$ cat src/rtl/dcache_mem_bridge_pkg.sv
// dcache_mem_bridge_pkg: shared state encoding, access sizes and line width helper
package dcache_mem_bridge_pkg;
  typedef enum logic [2:0] {IDLE, RD_REQ, RD_WAIT, WR_REQ, RESP} state_e;
  localparam logic [1:0] SIZE_B = 2'd0;
  localparam logic [1:0] SIZE_H = 2'd1;
  localparam logic [1:0] SIZE_W = 2'd2;
  function automatic int line_bits(input int ow);
    return 32 << ow;
  endfunction
endpackage

$ cat src/rtl/dcache_mem_bridge_if.sv
// dcache_mem_bridge_if: Dcache request/response port plus word-wide backing bus
interface dcache_mem_bridge_if
  import dcache_mem_bridge_pkg::*;
#(
  parameter int offset_width = 2
) ();
  localparam int LINE_BITS = line_bits(offset_width);
  logic                 dcache_mem_req;
  logic                 dcache_mem_wr;
  logic                 dcache_mem_SUC;
  logic [1:0]           dcache_mem_size;
  logic [3:0]           dcache_mem_wstrb;
  logic [31:0]          addr_dcache_mem;
  logic [31:0]          pc_dcache_mem;
  logic [31:0]          dout_dcache_mem;
  logic [LINE_BITS-1:0] din_mem_dcache;
  logic                 mem_dcache_addrOK;
  logic                 mem_dcache_dataOK;
  logic                 bus_req;
  logic                 bus_we;
  logic [31:0]          bus_addr;
  logic [31:0]          bus_wdata;
  logic [3:0]           bus_wstrb;
  logic [1:0]           bus_size;
  logic                 bus_ready;
  logic                 bus_rvalid;
  logic [31:0]          bus_rdata;
  modport slave (
    input  dcache_mem_req, dcache_mem_wr, dcache_mem_SUC, dcache_mem_size, dcache_mem_wstrb,
           addr_dcache_mem, pc_dcache_mem, dout_dcache_mem, bus_ready, bus_rvalid, bus_rdata,
    output din_mem_dcache, mem_dcache_addrOK, mem_dcache_dataOK,
           bus_req, bus_we, bus_addr, bus_wdata, bus_wstrb, bus_size
  );
  modport master (
    output dcache_mem_req, dcache_mem_wr, dcache_mem_SUC, dcache_mem_size, dcache_mem_wstrb,
           addr_dcache_mem, pc_dcache_mem, dout_dcache_mem, bus_ready, bus_rvalid, bus_rdata,
    input  din_mem_dcache, mem_dcache_addrOK, mem_dcache_dataOK,
           bus_req, bus_we, bus_addr, bus_wdata, bus_wstrb, bus_size
  );
endinterface

$ cat src/rtl/dcache_mem_bridge_linebuf.sv
// dcache_mem_bridge_linebuf: word-indexed refill line register
module dcache_mem_bridge_linebuf #(
  parameter int offset_width = 2
) (
  input  logic                              clk,
  input  logic                              rst,
  input  logic                              we_i,
  input  logic [offset_width-1:0]           idx_i,
  input  logic [31:0]                       wdata_i,
  output logic [32*(1<<offset_width)-1:0]   line_o
);
  logic [32*(1<<offset_width)-1:0] line_q;
  always_ff @(posedge clk) begin
    if (rst) line_q <= '0;
    else if (we_i) line_q[idx_i*32 +: 32] <= wdata_i;
  end
  assign line_o = line_q;
endmodule

$ cat src/rtl/dcache_mem_bridge.sv
// dcache_mem_bridge: serves Dcache line/word requests as single-word backing-bus transactions
module dcache_mem_bridge
  import dcache_mem_bridge_pkg::*;
#(
  parameter int offset_width = 2
) (
  input logic                clk,
  input logic                rst,
  dcache_mem_bridge_if.slave m
);
  localparam int line_words = 1 << offset_width;
  state_e                  state_q, state_d;
  logic [offset_width-1:0] cnt_q, cnt_d;
  logic [31:0]             addr_q, wdata_q, pc_unused_q;
  logic                    suc_q;
  logic [1:0]              size_q;
  logic [3:0]              wstrb_q;
  logic                    accept, rd_beat, last_beat, bus_act, wr_act;
  assign accept    = state_q == IDLE && m.dcache_mem_req;
  assign rd_beat   = state_q == RD_WAIT && m.bus_rvalid;
  assign last_beat = suc_q || cnt_q == offset_width'(line_words - 1);
  assign bus_act   = state_q == RD_REQ || state_q == WR_REQ;
  assign wr_act    = state_q == WR_REQ;
  always_ff @(posedge clk) begin
    if (rst) begin
      state_q     <= IDLE;
      cnt_q       <= '0;
      addr_q      <= '0;
      wdata_q     <= '0;
      pc_unused_q <= '0;
      suc_q       <= 1'b0;
      size_q      <= '0;
      wstrb_q     <= '0;
    end else begin
      state_q <= state_d;
      cnt_q   <= cnt_d;
      if (accept) begin
        addr_q      <= m.addr_dcache_mem;
        wdata_q     <= m.dout_dcache_mem;
        pc_unused_q <= m.pc_dcache_mem;
        suc_q       <= m.dcache_mem_SUC;
        size_q      <= m.dcache_mem_size;
        wstrb_q     <= m.dcache_mem_wstrb;
      end
    end
  end
  always_comb begin
    state_d = state_q;
    cnt_d   = cnt_q;
    unique case (state_q)
      IDLE:    if (accept) state_d = m.dcache_mem_wr ? WR_REQ : RD_REQ;
      RD_REQ:  if (m.bus_ready) state_d = RD_WAIT;
      RD_WAIT: if (m.bus_rvalid) begin
        state_d = last_beat ? RESP : RD_REQ;
        cnt_d   = last_beat ? cnt_q : cnt_q + offset_width'(1);
      end
      WR_REQ:  if (m.bus_ready) state_d = RESP;
      RESP: begin
        state_d = IDLE;
        cnt_d   = '0;
      end
      default: state_d = IDLE;
    endcase
  end
  // Bus fields are forced to zero outside request states so idle/reset outputs read as 0
  assign m.mem_dcache_addrOK = accept;
  assign m.mem_dcache_dataOK = state_q == RESP;
  assign m.bus_req   = bus_act;
  assign m.bus_we    = wr_act;
  assign m.bus_addr  = !bus_act ? '0 : (suc_q || wr_act) ? addr_q : {addr_q[31:2+offset_width], cnt_q, 2'b00};
  assign m.bus_size  = !bus_act ? '0 : (suc_q || wr_act) ? size_q : SIZE_W;
  assign m.bus_wdata = wr_act ? wdata_q : '0;
  assign m.bus_wstrb = wr_act ? wstrb_q : '0;
  dcache_mem_bridge_linebuf #(.offset_width(offset_width)) u_linebuf (
    .clk    (clk),
    .rst    (rst),
    .we_i   (rd_beat),
    .idx_i  (suc_q ? '0 : cnt_q),
    .wdata_i(m.bus_rdata),
    .line_o (m.din_mem_dcache)
  );
endmodule

$ cat src/flat_wrapper.sv
// flat-port wrapper written by rule: the top's interface ports become plain ports
module dcache_mem_bridge_flat import dcache_mem_bridge_pkg::*;
#(
  parameter int offset_width = 2
)
  (clk, rst, m_dcache_mem_req, m_dcache_mem_wr, m_dcache_mem_SUC, m_dcache_mem_size, m_dcache_mem_wstrb, m_addr_dcache_mem, m_pc_dcache_mem, m_dout_dcache_mem, m_bus_ready, m_bus_rvalid, m_bus_rdata, m_din_mem_dcache, m_mem_dcache_addrOK, m_mem_dcache_dataOK, m_bus_req, m_bus_we, m_bus_addr, m_bus_wdata, m_bus_wstrb, m_bus_size);
  dcache_mem_bridge_if #(.offset_width(offset_width)) m_i ();
  input logic clk;
  input logic rst;
  input wire logic [$bits(m_i.dcache_mem_req)-1:0] m_dcache_mem_req;
  input wire logic [$bits(m_i.dcache_mem_wr)-1:0] m_dcache_mem_wr;
  input wire logic [$bits(m_i.dcache_mem_SUC)-1:0] m_dcache_mem_SUC;
  input wire logic [$bits(m_i.dcache_mem_size)-1:0] m_dcache_mem_size;
  input wire logic [$bits(m_i.dcache_mem_wstrb)-1:0] m_dcache_mem_wstrb;
  input wire logic [$bits(m_i.addr_dcache_mem)-1:0] m_addr_dcache_mem;
  input wire logic [$bits(m_i.pc_dcache_mem)-1:0] m_pc_dcache_mem;
  input wire logic [$bits(m_i.dout_dcache_mem)-1:0] m_dout_dcache_mem;
  input wire logic [$bits(m_i.bus_ready)-1:0] m_bus_ready;
  input wire logic [$bits(m_i.bus_rvalid)-1:0] m_bus_rvalid;
  input wire logic [$bits(m_i.bus_rdata)-1:0] m_bus_rdata;
  output wire logic [$bits(m_i.din_mem_dcache)-1:0] m_din_mem_dcache;
  output wire logic [$bits(m_i.mem_dcache_addrOK)-1:0] m_mem_dcache_addrOK;
  output wire logic [$bits(m_i.mem_dcache_dataOK)-1:0] m_mem_dcache_dataOK;
  output wire logic [$bits(m_i.bus_req)-1:0] m_bus_req;
  output wire logic [$bits(m_i.bus_we)-1:0] m_bus_we;
  output wire logic [$bits(m_i.bus_addr)-1:0] m_bus_addr;
  output wire logic [$bits(m_i.bus_wdata)-1:0] m_bus_wdata;
  output wire logic [$bits(m_i.bus_wstrb)-1:0] m_bus_wstrb;
  output wire logic [$bits(m_i.bus_size)-1:0] m_bus_size;
  assign m_i.dcache_mem_req = m_dcache_mem_req;
  assign m_i.dcache_mem_wr = m_dcache_mem_wr;
  assign m_i.dcache_mem_SUC = m_dcache_mem_SUC;
  assign m_i.dcache_mem_size = m_dcache_mem_size;
  assign m_i.dcache_mem_wstrb = m_dcache_mem_wstrb;
  assign m_i.addr_dcache_mem = m_addr_dcache_mem;
  assign m_i.pc_dcache_mem = m_pc_dcache_mem;
  assign m_i.dout_dcache_mem = m_dout_dcache_mem;
  assign m_i.bus_ready = m_bus_ready;
  assign m_i.bus_rvalid = m_bus_rvalid;
  assign m_i.bus_rdata = m_bus_rdata;
  assign m_din_mem_dcache = m_i.din_mem_dcache;
  assign m_mem_dcache_addrOK = m_i.mem_dcache_addrOK;
  assign m_mem_dcache_dataOK = m_i.mem_dcache_dataOK;
  assign m_bus_req = m_i.bus_req;
  assign m_bus_we = m_i.bus_we;
  assign m_bus_addr = m_i.bus_addr;
  assign m_bus_wdata = m_i.bus_wdata;
  assign m_bus_wstrb = m_i.bus_wstrb;
  assign m_bus_size = m_i.bus_size;
  dcache_mem_bridge #(.offset_width(offset_width)) u_core (.clk(clk), .rst(rst), .m(m_i));
endmodule
$ cat config.mk
export PLATFORM = sky130hd
export DESIGN_NAME = dcache_mem_bridge_flat
export DESIGN_NICKNAME = d
export VERILOG_FILES = /design/src/rtl/dcache_mem_bridge_pkg.sv /design/src/rtl/dcache_mem_bridge_if.sv /design/src/rtl/dcache_mem_bridge_linebuf.sv /design/src/rtl/dcache_mem_bridge.sv /design/src/flat_wrapper.sv
export SDC_FILE = /design/constraint.sdc
export NUM_CORES = 1
export LEC_CHECK = 0
export CAP_MARGIN = 20
export CORE_MARGIN = 3
export CORE_UTILIZATION = 45
export CTS_CLUSTER_SIZE = 28
export DETAILED_ROUTE_END_ITERATION = 8
export GPL_ROUTABILITY_DRIVEN = 0
export PLACE_DENSITY = 0.8
export SYNTH_ARGS = -nofsm -noshare
export SYNTH_HDL_FRONTEND = slang
export SYNTH_SLANG_ARGS = --single-unit
$ cat constraint.sdc
create_clock -name clk -period 2.95 [get_ports clk]
set_input_delay 0.59 -clock clk [delete_from_list [all_inputs] [get_ports clk]]
set_output_delay 0.59 -clock clk [all_outputs]
set_load 0.05 [all_outputs]
==> run summary, run 1 <==
Final Cycle Share - 93.73%
List of most frequent post-synthesis cells - nand2_1, dfxtp_1, a21oi_1, nor2b_1, clkbuf_1
Cell Pwr Density - 495.7 mW/mm^2
Met2 routed WL - 15680 um
Multi-input gate area - 0.004922 mm^2
Largest net degree at the start of global routing - 131
Gr ovfl total - 0
Fin nets - 1561
FF+latch count, synth - 204
Count of final hold-check violations - 0
Vias in the first global route - 9083
Residual DRC - 0
Fin crit period - 2765 ps
Latest clock arrival within the worst-skew pair - 500 ps
Post-DRT Antenna Nets - 0
Placement row count - 52
RSZ-0062 raised after global routing - false
GR Util All Layers - 26.23%
Worst setup path class - register to output port
Wire per inst - 18.83 um
Tightest Pin Transition - 963.9 ps
FMAX - 361.6 MHz
I/O pin total - 343
Placeable core area - 0.02056 mm^2
Dominant cell by count in the synthesized netlist - nand2_1
Clk_skew - 8.832 ps
Pwr Total - 7079 uW
Final setup fails - 0
Final-layout fill cell count - 1638
YS warnings - 0
Setup Total Neg Slack - 0 ps
Ys async rst share - 0%
Chip Width - 151.9 um
Share of cells above drive strength 1 - 12.54%
Clock Pin Slew Worst Setup and Hold Paths - 60 ps
Max layer used - met4
Initial antenna violation count - 1
Total number of vias - 9351
Root buf cell - clkbuf_16
CP max stage cell - dfxtp_1
Post-DR vias/cell - 5.507
Critical path fanouts, max - 9
Initial Utilization - 46.57%
Area growth from synthesis to layout - 49.16%
Number of synthesized flops with an enable pin - 0
Clock sinks - 204
Synth top area cells - dfxtp_1, nand2_1, nor2b_1
Post-synthesis sequential area ratio - 42.66%
CTS tree - done
Hpwl dp - 21650 um
IO buf count - 310
VDD IR-drop max - 474.2 uV
Cts bufs inserted - 23
First-pass GRT wire length - 50240 um
Crit path DAT - 2180 ps
Critical Path RT - 2360 ps
Mapped cell area - 0.009574 mm^2
CP startpoint kind - register
Worst setup EP type - output port
Routed Wire Length - 31970 um
Largest delay share family, worst path - flip-flops
Slew Limit Headroom - 35.67%
CTS H-tree lvls - 1
Post-Syn Instances - 1176
Max-slew violations - 0
Worst Path Buf+Inv - 1
Post-synth top area cell - dfxtp_1
HP Class - register to register
Mean post-synth cell area - 8.141 um^2
Maximum clock path buffer count - 3
Most common flop cell mapped by yosys - dfxtp_1
Metal3 WL - 3049 um
Post-synth cell types - 36
Synth top area share - 42.66%
Outcome - complete, no violations
Iteration-0 DRC Markers - 632
Hold buffers post-CTS - 0
Critical Path, Cell by Cell - nor2b_4 > a21oi_1 > mux2i_1 > buf_12
First-pass DRT Iterations - 5
Post-synth net total - 1323
Die Ht - 151.9 um
Die Area - 0.02306 mm^2
Post-Route M1 WL - 12010 um
CP peak stage delay - 520 ps
Sequential cell area - 0.004084 mm^2
Max-cap violations - 0
Leak Pwr - 0.005580 uW
-- stage by stage --
stage	instance area (um^2)	worst slack [ps]	hold WS (ps)	cells	utilization (%)
global placement	13460	345.9	437.2	1657	65.47
CTS	14260	1.046	450.0	1695	69.36
detailed placement	13460	304.5	441.8	1657	65.47
finish	14280	184.9	447.6	1698	69.46
global route	14280	73.59	466.7	1698	69.46
floorplan	9574	434.7	431.7	1176	-
-- registers in the layout, indices dropped and copies added (netlist names) --
register / count
u_core.wdata_q: 32
u_core.size_q: 2
u_core.u_linebuf.line_o: 128
u_core.state_q: 3
u_core.addr_q: 32
u_core.wstrb_q: 4
u_core.cnt_q: 2
u_core.suc_q: 1
-- cell type report --
cell class	instances	area share, %
Antenna cell	1	0.01752
Clock buffer	31	4.591
Clock inverter	7	1.008
Inverter	5	0.2190
Multi-Input combinational cell	841	34.47
Sequential cell	204	28.60
Tap cell	270	2.366
Timing Repair Buffer	339	28.74
-- tightest hold or removal path, stage by stage (launching register included) --
cell,delay (ps)
dfxtp_1,300
nand2_1,50
a21oi_1,50
-- layout by cell type (no fill, tap or decap), types with 35 or more instances in the layout --
cell | Yosys | routed
nand2b_1 | 66 | 66
nor2b_1 | 98 | 97
a21oi_1 | 107 | 107
buf_12 | 0 | 77
nand4_1 | 64 | 64
clkdlybuf4s50_1 | 0 | 235
and3_1 | 38 | 38
mux2i_1 | 35 | 35
nand2_1 | 211 | 211
dfxtp_1 | 204 | 204
o21ai_0 | 64 | 64
-- layer usage --
metal / global-route usage (%) / vias up
met5: 0 / -
met4: 9.632 / 0
li1: - / 4484
met2: 44.88 / 407
met1: 30.99 / 4388
met3: 8.220 / 72
-- cells by family after synthesis --
| logic type | after synthesis | share of synthesized area [%] |
|---|---|---|
| buffers and inverters | 131 | 6.404 |
| flip-flops | 204 | 42.66 |
| AND/OR/NAND/NOR | 588 | 33.89 |
| AO/OA/AOI/OAI | 211 | 12.52 |
| multiplexers | 35 | 3.659 |
| XOR/XNOR | 1 | 0.09150 |
| adder cells (fa/ha/maj) | 6 | 0.7841 |
-- path summary, 6_finish.rpt --
kind         depth (start not counted)                           to               from  slack, ps
min reg2reg                          2            u_core.addr_q[23]  u_core.addr_q[23]        450
min                                  2            u_core.addr_q[23]  u_core.addr_q[23]        450
max reg2reg                          6  u_core.u_linebuf.line_o[39]       u_core.suc_q        650
max                                  4                m_bus_addr[3]  u_core.state_q[2]        180
-- report_power, final --
group	internal [uW]	switching [uW]	leakage [uW]
clock	1900	1140	0.000390
combinational	450	666	0.00354
sequential	2860	58.2	0.00165
total	5210	1870	0.00558
-- what timing repair did --
| item | in CTS | in global routing |
|---|---|---|
| setup endpoints to repair | 0 | 45 |
| setup buffers | 0 | 2 |
| resized for setup | 0 | 1 |
No activity file was read; power rests on OpenSTA's default activity.
==> run 2: changes to the inputs <==
- SKIP_CTS_REPAIR_TIMING: unset -> 1
==> results of run 2 <==
Same layout as run 1: the final DEF is identical, and so are final timing and power.
